`src/rtl/regfile_wr_arbiter_if.sv`:
```
// Write-request bus for regfile_wr_arbiter.
//   Requester A / B : x_valid, x_addr, x_data in; x_ready out.
//   Register file   : rf_wen, rf_waddr, rf_wdata (registered, from the arbiter).
//   Status          : busy (either buffer holds an entry or a write is on rf_wen).
// Handshake: a request transfers at a posedge where x_valid & x_ready are both 1.
// A requester whose request is not taken must hold x_valid/x_addr/x_data stable.
// x_ready comes straight from a flop and never depends on x_valid.
interface regfile_wr_arbiter_if #(
  parameter int DW = 16,
  parameter int AW = 4
);
  logic          a_valid;
  logic          a_ready;
  logic [AW-1:0] a_addr;
  logic [DW-1:0] a_data;
  logic          b_valid;
  logic          b_ready;
  logic [AW-1:0] b_addr;
  logic [DW-1:0] b_data;
  logic          rf_wen;
  logic [AW-1:0] rf_waddr;
  logic [DW-1:0] rf_wdata;
  logic          busy;

  // Requesters plus register-file side (bench or surrounding core).
  modport master (
    output a_valid, a_addr, a_data, b_valid, b_addr, b_data,
    input  a_ready, b_ready, rf_wen, rf_waddr, rf_wdata, busy
  );

  // The arbiter itself.
  modport slave (
    input  a_valid, a_addr, a_data, b_valid, b_addr, b_data,
    output a_ready, b_ready, rf_wen, rf_waddr, rf_wdata, busy
  );
endinterface

```
`src/rtl/regfile_wr_arbiter.sv`:
```
// regfile_wr_arbiter: shares the single register-file write port between
// requester A (ALU writeback) and requester B (load / PC-link writeback).
// Each requester has a one-entry buffer; a round-robin arbiter drains one
// buffer per cycle into the registered write-port outputs.
//
// Ports:
//   clk  - clock, all state updates on posedge
//   rst  - synchronous active-high reset
//   bus  - regfile_wr_arbiter_if.slave (A/B requests, rf_* write port, busy)
//
// Optional feature (macro RF_ZERO_DROP_EN): when defined, a request to
// address 0 completes its handshake but is discarded (R0 is hard zero).
module regfile_wr_arbiter #(
  parameter int DW = 16,
  parameter int AW = 4
) (
  input logic                 clk,
  input logic                 rst,
  regfile_wr_arbiter_if.slave bus
);

  logic          a_full, b_full;
  logic [AW-1:0] a_addr_q, b_addr_q;
  logic [DW-1:0] a_data_q, b_data_q;
  // Round-robin pointer: 0 = A wins a tie, 1 = B wins a tie.
  logic          ptr_b;
  logic          rf_wen_q;
  logic [AW-1:0] rf_waddr_q;
  logic [DW-1:0] rf_wdata_q;

  logic a_acc, b_acc, a_load, b_load, grant_a, grant_b;

  always_comb begin
    a_acc   = bus.a_valid & ~a_full;
    b_acc   = bus.b_valid & ~b_full;
`ifdef RF_ZERO_DROP_EN
    // Handshake still completes; the entry just never enters the buffer.
    a_load  = a_acc & (bus.a_addr != '0);
    b_load  = b_acc & (bus.b_addr != '0);
`else
    a_load  = a_acc;
    b_load  = b_acc;
`endif
    grant_a = 1'b0;
    grant_b = 1'b0;
    if (a_full && b_full) begin
      grant_a = ~ptr_b;
      grant_b = ptr_b;
    end else begin
      grant_a = a_full;
      grant_b = b_full;
    end
  end

  always_ff @(posedge clk) begin
    if (rst) begin
      a_full     <= 1'b0;
      b_full     <= 1'b0;
      a_addr_q   <= '0;
      b_addr_q   <= '0;
      a_data_q   <= '0;
      b_data_q   <= '0;
      ptr_b      <= 1'b0;
      rf_wen_q   <= 1'b0;
      rf_waddr_q <= '0;
      rf_wdata_q <= '0;
    end else begin
      rf_wen_q <= grant_a | grant_b;
      if (grant_a) begin
        rf_waddr_q <= a_addr_q;
        rf_wdata_q <= a_data_q;
        ptr_b      <= 1'b1;
      end else if (grant_b) begin
        rf_waddr_q <= b_addr_q;
        rf_wdata_q <= b_data_q;
        ptr_b      <= 1'b0;
      end

      // A full buffer has ready low, so load and drain never coincide.
      if (grant_a) begin
        a_full <= 1'b0;
      end else if (a_load) begin
        a_full   <= 1'b1;
        a_addr_q <= bus.a_addr;
        a_data_q <= bus.a_data;
      end

      if (grant_b) begin
        b_full <= 1'b0;
      end else if (b_load) begin
        b_full   <= 1'b1;
        b_addr_q <= bus.b_addr;
        b_data_q <= bus.b_data;
      end
    end
  end

  assign bus.a_ready  = ~a_full;
  assign bus.b_ready  = ~b_full;
  assign bus.rf_wen   = rf_wen_q;
  assign bus.rf_waddr = rf_waddr_q;
  assign bus.rf_wdata = rf_wdata_q;
  assign bus.busy     = a_full | b_full | rf_wen_q;

endmodule

```
`src/flat_wrapper.sv`:
```
// flat-port wrapper written by rule: the top's interface ports become plain ports
module regfile_wr_arbiter_flat 
#(
  parameter int DW = 16,
  parameter int AW = 4
)
  (clk, rst, bus_a_valid, bus_a_addr, bus_a_data, bus_b_valid, bus_b_addr, bus_b_data, bus_a_ready, bus_b_ready, bus_rf_wen, bus_rf_waddr, bus_rf_wdata, bus_busy);
  regfile_wr_arbiter_if #(.DW(DW), .AW(AW)) bus_i ();
  input logic clk;
  input logic rst;
  input wire logic [$bits(bus_i.a_valid)-1:0] bus_a_valid;
  input wire logic [$bits(bus_i.a_addr)-1:0] bus_a_addr;
  input wire logic [$bits(bus_i.a_data)-1:0] bus_a_data;
  input wire logic [$bits(bus_i.b_valid)-1:0] bus_b_valid;
  input wire logic [$bits(bus_i.b_addr)-1:0] bus_b_addr;
  input wire logic [$bits(bus_i.b_data)-1:0] bus_b_data;
  output wire logic [$bits(bus_i.a_ready)-1:0] bus_a_ready;
  output wire logic [$bits(bus_i.b_ready)-1:0] bus_b_ready;
  output wire logic [$bits(bus_i.rf_wen)-1:0] bus_rf_wen;
  output wire logic [$bits(bus_i.rf_waddr)-1:0] bus_rf_waddr;
  output wire logic [$bits(bus_i.rf_wdata)-1:0] bus_rf_wdata;
  output wire logic [$bits(bus_i.busy)-1:0] bus_busy;
  assign bus_i.a_valid = bus_a_valid;
  assign bus_i.a_addr = bus_a_addr;
  assign bus_i.a_data = bus_a_data;
  assign bus_i.b_valid = bus_b_valid;
  assign bus_i.b_addr = bus_b_addr;
  assign bus_i.b_data = bus_b_data;
  assign bus_a_ready = bus_i.a_ready;
  assign bus_b_ready = bus_i.b_ready;
  assign bus_rf_wen = bus_i.rf_wen;
  assign bus_rf_waddr = bus_i.rf_waddr;
  assign bus_rf_wdata = bus_i.rf_wdata;
  assign bus_busy = bus_i.busy;
  regfile_wr_arbiter #(.DW(DW), .AW(AW)) u_core (.clk(clk), .rst(rst), .bus(bus_i));
endmodule
```
`config.mk`:
```
export PLATFORM = sky130hd
export DESIGN_NAME = regfile_wr_arbiter_flat
export DESIGN_NICKNAME = d
export VERILOG_FILES = /design/src/rtl/regfile_wr_arbiter_if.sv /design/src/rtl/regfile_wr_arbiter.sv /design/src/flat_wrapper.sv
export SDC_FILE = /design/constraint.sdc
export NUM_CORES = 1
export LEC_CHECK = 0
export CAP_MARGIN = 20
export CELL_PAD_IN_SITES_DETAIL_PLACEMENT = 0
export CELL_PAD_IN_SITES_GLOBAL_PLACEMENT = 1
export CORE_ASPECT_RATIO = 0.8
export CORE_MARGIN = 2
export CORE_UTILIZATION = 36
export CTS_BUF_LIST = sky130_fd_sc_hd__clkbuf_2
export CTS_CLUSTER_DIAMETER = 100
export DETAILED_ROUTE_END_ITERATION = 7
export PLACE_DENSITY = 0.92
export SYNTH_ARGS = -nofsm -noshare
export SYNTH_HDL_FRONTEND = slang
export SYNTH_SLANG_ARGS = --single-unit
```
`constraint.sdc`:
```
create_clock -name clk -period 1.7 [get_ports clk]
set_input_delay 0.255 -clock clk [delete_from_list [all_inputs] [get_ports clk]]
set_output_delay 0.255 -clock clk [all_outputs]
set_load 0.01 [all_outputs]
```
### After elaboration in Yosys (flattened, before gate mapping)

Index checks and enable logic that the tools add are counted.

* muxes and demuxes: 8
* bitwise operators: 10
* reduce and logical (&&, ||, !) cells: 6

Operators by type and width (number)
* two-way mux 16 bit: 2
* two-way mux 4 bit: 2
* NOT 1 bit: 5
* two-way mux 1 bit: 4
* AND reduction 2 bit: 2
* OR reduction 2 bit: 2
* bitwise OR 1 bit: 3
* bitwise AND 1 bit: 2
* nonzero test 2 bit: 1
* logical AND 1 bit: 1

* register bits after elaboration: 64
* bits of input ports: 44
* logic and storage cells: 34

### Longest topological paths before layout

Gate-level depths: netlist of the first run.

* depth in word-level cells: 4
* depth in mapped cells: 5
* depth with buffers taken out: 3

### Least setup slack after synthesis of the first run

Ideal clock, no wire load.

* kind: register to register
* from: register u_core.a_full
* to: register u_core.rf_waddr_q[0], in the netlist u_core.bus.rf_waddr[0]
* library setup time: 122 ps
* arrival: 1096 ps
* data required time: 1578 ps
* slack: 483 ps
* stages on the path, launching flop included: 6
* buffers on the path: 2
* period minus slack after synthesis: 1217 ps
* path through: dfxtp_1 -> buf_4 -> and2b_1 -> nor3_4 -> buf_6 -> a221o_1

* word-level cells in the longest chain between the ends: 3
* elaborated cells between the ends (all ways): 5
* classes of those cells: 3 x mux; 2 x reduce/logical

RTL lines
* from (decl): line regfile_wr_arbiter.sv:22 `logic a_full, b_full;`
* from (signal assigned): line regfile_wr_arbiter.sv:57 `a_full <= 1'b0;`
* from (signal assigned): line regfile_wr_arbiter.sv:81 `a_full <= 1'b0;`
* from (signal assigned): line regfile_wr_arbiter.sv:83 `a_full <= 1'b1;`
* logical AND 1 bit: line regfile_wr_arbiter.sv:46 `if (a_full && b_full) begin`
* two-way mux 1 bit: line regfile_wr_arbiter.sv:46
* two-way mux 4 bit or nonzero test 2 bit (tied branches)
* to (signal assigned): line regfile_wr_arbiter.sv:70 `rf_waddr_q <= a_addr_q;`
* to (signal assigned): line regfile_wr_arbiter.sv:74 `rf_waddr_q <= b_addr_q;`
* to (decl): line regfile_wr_arbiter.sv:28 `logic [AW-1:0] rf_waddr_q;`

Parallel ways exist; a longest one is shown, timed or not.
A chain may end at the register's enable or synchronous reset.

### Worst setup path after layout of the first run

* from: register u_core.rf_wdata_q[14], in the netlist u_core.bus.rf_wdata[14]
* to: output bus_rf_wdata[14]

RTL lines
* from (decl): line regfile_wr_arbiter.sv:29 `logic [DW-1:0] rf_wdata_q;`
* from (signal assigned): line regfile_wr_arbiter.sv:71 `rf_wdata_q <= a_data_q;`
* from (signal assigned): line regfile_wr_arbiter.sv:75 `rf_wdata_q <= b_data_q;`
* to (decl): line flat_wrapper.sv:21 `output wire logic [$bits(bus_i.rf_wdata)-1:0] bus_rf_wdata;`

No word-level cell between the ends.

==> results.py, run 1 <==
metrics = {
    "die": {
        "core_um2": 6340,
        "ios": 68,
        "die_w_um": 94.3,
        "die_y_um": 76.3,
        "start_util": 0.370,
        "die_area_um2": 7190,
        "fp-row-count": 26,
    },
    "timing": {
        "clock.fmax_mhz": 618,
        "drv_slew": 0,
        "tns_ps": 0,
        "tightest_slew_ps": 563,
        "finalSetupViolCount": 0,
        "fin_crit_sh": 0.952,
        "final.min_clock_period_ps": 1620,
        "slew_headroom": 0.623,
        "fin_worst_skew_ps": 16.0,
        "rsz0062_at_grt": "no",
        "finalHoldViolCount": 0,
    },
    "route": {
        "vias_per_cell": 4.91,
        "wl_um": 5920,
        "via_count": 2071,
        "post_drt_wl_per_cell_um": 14.0,
        "drc": 0,
        "first_pass_iters": 4,
        "drt_iter0_markers": 104,
        "final_antenna_net_count": 0,
    },
    "worst_setup_path": {
        "crit_slowest_cell": "clkdlybuf4s50_1",
        "cp.arrival_ps": 1360,
        "cp_max_fo": 2,
        "reg2reg_slack_ps": 180,
        "end_kind": "output port",
        "worstReg2RegStart": "u_core.a_full",
        "crit_family": "buffers and inverters",
        "path_class": "flop to output port",
        "r2r_end": "u_core.bus.rf_wdata[13]",
        "cp.required_ps": 1440,
        "reg2reg_depth": 4,
        "crit_buf_inv": 1,
        "cp-start-kind": "flop",
        "slowest_delay_ps": 530,
        "cp_cell_sequence": "clkdlybuf4s50_1",
    },
    "clock_network": {
        "cts-root-buf": "clkbuf_2",
        "cts_max_level": 3,
        "cts_buffers": 9,
        "clkLatencyLatePin_ps": 470,
        "cts_tree": "yes",
        "clk_pin_slew_worst_paths_ps": 160,
        "clock_path_buffers": 2,
        "ctsHoldBuffers": 0,
        "numClockSinks": 64,
    },
    "global_route": {
        "grt_pass1_wl_um": 9230,
        "grt_overflow": 0,
        "antenna_found_initial": 0,
        "grt_pass1_vias": 1952,
        "grt_usage": 0.165,
        "grt_max_degree": 27,
    },
    "logic_synthesis": {
        "synth_area_leaders": "dfxtp_1 (55%), nand2_1 (13%), a21oi_1 (9.2%)",
        "postSynthCellCount": 262,
        "syn_area_per_cell_um2": 8.97,
        "synth_top_area_frac": 0.545,
        "synthesis.nets": 306,
        "ys_types": 21,
        "yosysSeqAreaShare": 0.545,
        "synth_warnings": 0,
        "synth_area_um2": 2350,
        "synth.largest_area_cell": "dfxtp_1",
        "synth_seq_cells": 64,
    },
    "final_layout": {
        "final_core_util": 0.514,
        "synthToLayoutAreaGrowth_pct": 38.7,
        "nets": 378,
        "antenna_cells": 0,
        "final_area_um2": 3260,
        "layout_commonest_cell": "nand2_1",
        "drive_gt1_frac": 0.133,
        "final_cell_mix": "nand2_1 (80), clkdlybuf4s50_1 (53), dfxtp_1 (53)",
    },
    "power": {
        "p_leak_uw": 0.00143,
        "total_power_uw": 2830,
        "power.density_nw_per_um2": 868,
        "irDropWorstVdd_mv": 0.383,
    },
    "job": {
        "cap_violations": 0,
    },
    "min_path": {
        "min_path_cells": 3,
        "min_to": "u_core.ptr_b",
        "min_from": "rst",
        "hold_path.class": "input pin to flop",
    },
    "placement": {
        "io_buffers": 67,
        "place_hpwl_um": 3740,
        "gp_congestion": 0.769,
        "placed_area_um2": 3090,
    },
    "outcome": {
        "status": "finished clean",
    },
}
[worst max path at each step]
stage	start	to	slack, ps	depth (start not counted)
floorplan	u_core.a_full	u_core.bus.rf_waddr[0]	480	5
global placement	u_core.a_full	u_core.bus.rf_wdata[4]	100	3
detailed placement	u_core.a_full	u_core.bus.rf_wdata[12]	40	3
CTS	u_core.ptr_b	u_core.bus.rf_wdata[12]	10	3
global route	u_core.bus.rf_wdata[0]	bus_rf_wdata[0]	1	1
finish	u_core.bus.rf_wdata[14]	bus_rf_wdata[14]	80	1
[synthesized netlist by cell type]
library cell   n
buf_6          4
nand2b_1       2
clkbuf_1       6
buf_4          1
inv_1          2
and2_1        20
nor3_4         1
nand2_1       80
a21oi_1       43
or3_1          1
nand3_1        1
and2b_1        2
nor3_2         1
o21a_1         1
dfxtp_1       64
buf_2          9
nor2_1         1
a221o_1       20
nor2b_1        1
a21oi_2        1
and2_4         1
[flip-flops by register name, indices dropped and copies added, names as in the netlist]
name	count
u_core.a_addr_q	4
u_core.a_data_q	16
u_core.a_full	1
u_core.b_addr_q	4
u_core.b_data_q	16
u_core.b_full	1
u_core.bus.rf_waddr	4
u_core.bus.rf_wdata	16
u_core.bus.rf_wen	1
u_core.ptr_b	1
[through the flow]
stage | hold WS (ps) | setup WS, ps | std cells
after CTS | 90.6 | 12.0 | 419
after global routing | 149 | 1.15 | 422
final | 193 | 81.8 | 422
after floorplan | 391 | 483 | 262
after detailed placement | 447 | 43.9 | 404
after global placement | 442 | 99.8 | 404
[final cells by class]
type / instances / area, um^2
multi-input combinational: 177 / 960
tap: 84 / 105
clock buffer: 9 / 45.0
sequential: 64 / 1300
inverter: 2 / 7.51
fill: 616 / 3080
timing repair buffer: 80 / 793
clock inverter: 6 / 51.3
[cell families (layout without fill, tap and decap cells)]
family | count (synthesis) | count (layout) | share of synthesized area
and+or+nand+nor | 111 | 112 | 0.217
AOI/OAI and AO/OA | 65 | 65 | 0.184
DFF | 64 | 64 | 0.545
buffers and inverters | 22 | 97 | 0.0543
[timing repair]
action                                  4_1_cts  5_1_grt
endpoints found under the setup margin        4       38
gates cloned                                  0        1
pin swaps                                     0        1
gates resized for setup                       8       22
setup buffers                                 0        2
[where the power goes]
part           switching [uW]  internal (uW)
sequential               41.7           1580
combinational             187            209
clock                     499            314
total                     728           2100
[metal layers]
layer,track usage,vias up,part of all wire
met2,0.250,58,0.45
li1,-,1035,-
met1,0.219,972,0.48
met5,0,-,0
met4,0.0493,0,0.012
met3,0.0613,6,0.063
Note: power is estimated with default switching activity, not from simulation.
==> run 2, diff against run 1 <==
Clock period 1.7 ns to 1.6 ns, I/O delays scaled along.
==> results.py, run 2 (synthesis results as in run 1) <==
metrics = {
    "outcome": {
        "violations": "negative setup slack",
        "status": "complete, but fails checks",
    },
    "clock_network": {
        "clkLatencyLatePin_ps": 480,
        "clock_path_buffers": 2,
        "cts_buffers": 9,
        "cts_max_level": 3,
        "cts_tree": "yes",
        "ctsHoldBuffers": 0,
        "numClockSinks": 64,
        "cts-root-buf": "clkbuf_2",
        "clk_pin_slew_worst_paths_ps": 150,
    },
    "final_layout": {
        "drive_gt1_frac": 0.155,
        "fill_cells": 607,
        "antenna_cells": 0,
        "final_cell_mix": "nand2_1 (80), dfxtp_1 (54), a21oi_1 (43)",
        "layout_commonest_cell": "nand2_1",
        "synthToLayoutAreaGrowth_pct": 40.3,
        "nets": 382,
    },
    "route": {
        "wl_um": 5990,
        "vias_per_cell": 4.83,
        "post_drt_wl_per_cell_um": 14.1,
        "final_antenna_net_count": 0,
        "drt_iter0_markers": 82,
        "first_pass_iters": 4,
        "via_count": 2057,
        "drc": 0,
    },
    "placement": {
        "io_buffers": 67,
        "gp_congestion": 0.710,
        "place_hpwl_um": 3670,
    },
    "worst_setup_path": {
        "slowest_delay_ps": 390,
        "crit_buf_inv": 2,
        "cp_max_fo": 4,
        "crit_slowest_cell": "dfxtp_4",
        "cp.arrival_ps": 1450,
        "cp.required_ps": 1360,
        "end_kind": "output port",
        "crit_family": "flip-flops",
        "path_class": "flop to output port",
        "cp_cell_sequence": "buf_6 -> or3_1 -> buf_2",
        "cp-start-kind": "flop",
    },
    "power": {
        "power.density_nw_per_um2": 976,
        "irDropWorstVdd_mv": 0.473,
        "total_power_uw": 3220,
        "p_leak_uw": 0.00140,
    },
    "die": {
        "core_um2": 6340,
        "die_y_um": 76.3,
        "start_util": 0.370,
        "fp-row-count": 26,
        "ios": 68,
        "die_w_um": 94.3,
        "die_area_um2": 7190,
    },
    "timing": {
        "finalSetupViolCount": 2,
        "fin_crit_sh": 1.06,
        "slew_headroom": 0.563,
        "final.min_clock_period_ps": 1690,
        "clock.fmax_mhz": 591,
        "finalHoldViolCount": 0,
        "drv_slew": 0,
        "setup_slack_ps": -91.8,
        "fin_worst_skew_ps": 16.9,
        "tightest_slew_ps": 653,
        "holdWs_ps": 253,
        "rsz0062_at_grt": "yes",
    },
    "global_route": {
        "grt_max_degree": 24,
        "grt_usage": 0.176,
        "grt_pass1_vias": 2015,
        "antenna_found_initial": 0,
        "grt_pass1_wl_um": 9580,
        "grt_overflow": 0,
    },
    "job": {
        "cap_violations": 0,
    },
    "min_path": {
        "hold_path.class": "input pin to flop",
    },
}
## run 2: cell count changes in the layout (fill, tap and decap cells not counted), sizes merged, moves of 2 or more
cell and change:
clkinvlp +2, dlymetal6s2s -9, clkinv -3, clkdlybuf4s50 -11, dlygate4sd2 +19, buf +5
## run 2: power by group
group	leakage (uW)	switching [uW]	internal, uW
logic	0.000795	204	225
clock network	0.0000738	565	503
registers	0.000529	43.3	1680
## run 2: cell type report
| class | instances | area (um^2) | share of cell area |
|---|---|---|---|
| multi-input cells | 177 | 966 | 0.293 |
| repair buffers | 84 | 792 | 0.240 |
| inverters | 2 | 7.51 | 0.00228 |
| clock inverters | 6 | 85.1 | 0.0258 |
| clock buffers | 9 | 45.0 | 0.0137 |
| well taps | 84 | 105 | 0.0319 |
| flip-flops and latches | 64 | 1300 | 0.393 |
## run 2: what timing repair did
action / CTS / global route
setup buffers: 3 / 1
pin swaps: 1 / 1
gates resized for setup: 43 / 4
gates cloned: 1 / 0
endpoints found under the setup margin: 44 / 8
## run 2: layer usage
| layer | up-vias | global-route usage | part of all wire | wire (um) |
|---|---|---|---|---|
| li1 | 1044 | - | - | - |
| met1 | 942 | 0.229 | 0.45 | 2710 |
| met5 | - | 0 | 0 | 0 |
| met2 | 65 | 0.274 | 0.46 | 2760 |
| met3 | 6 | 0.0643 | 0.076 | 456 |
| met4 | 0 | 0.0522 | 0.011 | 63 |
## run 2: through the flow
step           setup slack [ps]  TNS [ps]  area [um^2]  utilization  instances
2_1_floorplan               383         0         2350            -        262
3_3_place_gp               3.76         0         3130        0.493        406
3_5_place_dp              -75.6     -1200         3130        0.493        406
4_1_cts                    -155      -265         3280        0.517        425
5_1_grt                    -200      -361         3300        0.520        426
6_report                  -91.8      -124         3300        0.520        426
## run 2: path summary, 6_finish.rpt
kind,cells past startpoint,slack [ps],endpoint,startpoint
setup / recovery,3,-90,bus_busy,u_core.b_full
hold / removal,4,250,u_core.ptr_b,rst
setup reg to reg,4,120,u_core.bus.rf_waddr[0],u_core.a_full
hold reg to reg,2,470,u_core.a_data_q[0],u_core.a_data_q[0]
## run 2: worst min-delay path, stage by stage
cell,delay [ps]
buf_2,120
buf_4,180
a21oi_2,50
o21a_1,100
==> run 3, diff against run 2 <==
Settings changed: CTS_CLUSTER_DIAMETER 100 to 120, PLACE_DENSITY 0.92 to default, PLACE_DENSITY_LB_ADDON from default to 0.1.
==> results.py, run 3 (synthesis results as in run 1) <==
metrics = {
    "clock_network": {
        "cts-root-buf": "clkbuf_2",
        "cts_max_level": 3,
        "clkLatencyLatePin_ps": 480,
        "numClockSinks": 64,
        "clk_pin_slew_worst_paths_ps": 150,
        "ctsHoldBuffers": 0,
        "cts_tree": "yes",
        "cts_buffers": 9,
        "clock_path_buffers": 2,
    },
    "die": {
        "start_util": 0.370,
        "die_y_um": 76.3,
        "die_area_um2": 7190,
        "die_w_um": 94.3,
        "fp-row-count": 26,
        "ios": 68,
        "core_um2": 6340,
    },
    "outcome": {
        "status": "finished clean",
    },
    "power": {
        "irDropWorstVdd_mv": 0.475,
        "p_sw_frac": 0.261,
        "power.density_nw_per_um2": 935,
        "switchingPower_uw": 798,
        "p_seq_frac": 0.563,
        "internal_power_uw": 2260,
        "p_clk_frac": 0.293,
        "total_power_uw": 3050,
        "p_leak_uw": 0.00138,
        "combPwrFrac": 0.144,
    },
    "worst_setup_path": {
        "path_class": "flop to output port",
        "reg2reg_slack_ps": 120,
        "cp_max_fo": 2,
        "end_kind": "output port",
        "cp-start-kind": "flop",
        "cp.arrival_ps": 1340,
        "cp.required_ps": 1360,
    },
    "placement": {
        "gp_congestion": 0.729,
        "place_hpwl_um": 3730,
        "dp_cells": 407,
        "io_buffers": 67,
    },
    "route": {
        "post_drt_wl_per_cell_um": 14.6,
        "vias_per_cell": 4.80,
        "drt_iter0_markers": 79,
        "wl_um": 6220,
        "first_pass_iters": 4,
        "final_antenna_net_count": 0,
        "via_count": 2043,
        "drc": 0,
    },
    "final_layout": {
        "drive_gt1_frac": 0.137,
        "nets": 381,
        "layout_commonest_cell": "nand2_1",
        "antenna_cells": 0,
        "synthToLayoutAreaGrowth_pct": 39.0,
        "final_cell_mix": "nand2_1 (80), dfxtp_1 (58), a21oi_1 (43)",
        "final_cells": 426,
    },
    "timing": {
        "slew_headroom": 0.611,
        "final.min_clock_period_ps": 1580,
        "drv_slew": 0,
        "tightest_slew_ps": 582,
        "finalSetupViolCount": 0,
        "rsz0062_at_grt": "yes",
        "finalHoldViolCount": 0,
        "fin_worst_skew_ps": 26.3,
        "holdWs_ps": 236,
        "clock.fmax_mhz": 633,
        "fin_crit_sh": 0.987,
    },
    "min_path": {
        "hold_path.class": "input pin to flop",
    },
    "global_route": {
        "grt_max_degree": 27,
        "grt_pass1_vias": 2060,
        "grt_use_met3": 0.0722,
        "grt_pass1_wl_um": 10200,
        "use_met1": 0.249,
        "gr-usage-met2": 0.279,
        "grt_usage": 0.185,
        "antenna_found_initial": 0,
        "grt_overflow": 0,
        "top_usage_layer": "met2",
    },
    "job": {
        "cap_violations": 0,
    },
}
==> run 3: per-layer routing <==
metal	vias to the layer above	share of wire
li1	1040	-
met1	946	0.49
met2	50	0.43
met3	7	0.063
met4	0	0.0098
met5	-	0
==> run 3: area by class of cell <==
class | instances | area [um^2]
Multi-Input combinational cell | 177 | 965
Tap cell | 84 | 105
Timing Repair Buffer | 83 | 795
Sequential cell | 64 | 1290
Inverter | 2 | 10.0
Clock buffer | 10 | 50.0
Clock inverter | 6 | 50.0
Fill cell | 623 | 3080
==> run 3: timing repair <==
action,4_1_cts,5_1_grt
endpoints found under the setup margin,44,3
hold endpoints to repair,0,0
pin swaps,0,1
cloned,1,0
gates resized for setup,38,8
setup buffers,2,0
==> run 3: power groups by stage <==
stage	clock network, uW	logic, uW	registers [uW]
floorplan	0	192	1760
global route	1010	486	1730
global placement	0	436	1750
CTS	930	438	1720
finish	894	440	1720
detailed placement	0	438	1750
==> run 3: worst max-delay path, stage by stage, from the launching register on <==
cell	delay, ps
dfxtp_2	370
or3_4	380
buf_6	130
==> run 3: path summary, 6_finish.rpt <==
| path | start | endpoint | cells after the start |
|---|---|---|---|
| worst min register to register | u_core.b_data_q[4] | u_core.b_data_q[4] | 2 |
| worst max register to register | u_core.a_full | u_core.bus.rf_waddr[0] | 4 |
| worst max-delay path | u_core.a_full | bus_busy | 2 |
| worst min-delay path | rst | u_core.a_full | 3 |
==> run 3: through the flow <==
step	area [um^2]	utilization	TNS [ps]	setup WS (ps)
detailed placement	3130	0.494	-195	-14.2
global placement	3130	0.494	0	12.3
floorplan	2350	-	0	383
finish	3270	0.515	0	20.8
global route	3270	0.515	-68.0	-68.0
CTS	3250	0.512	-53.9	-34.5
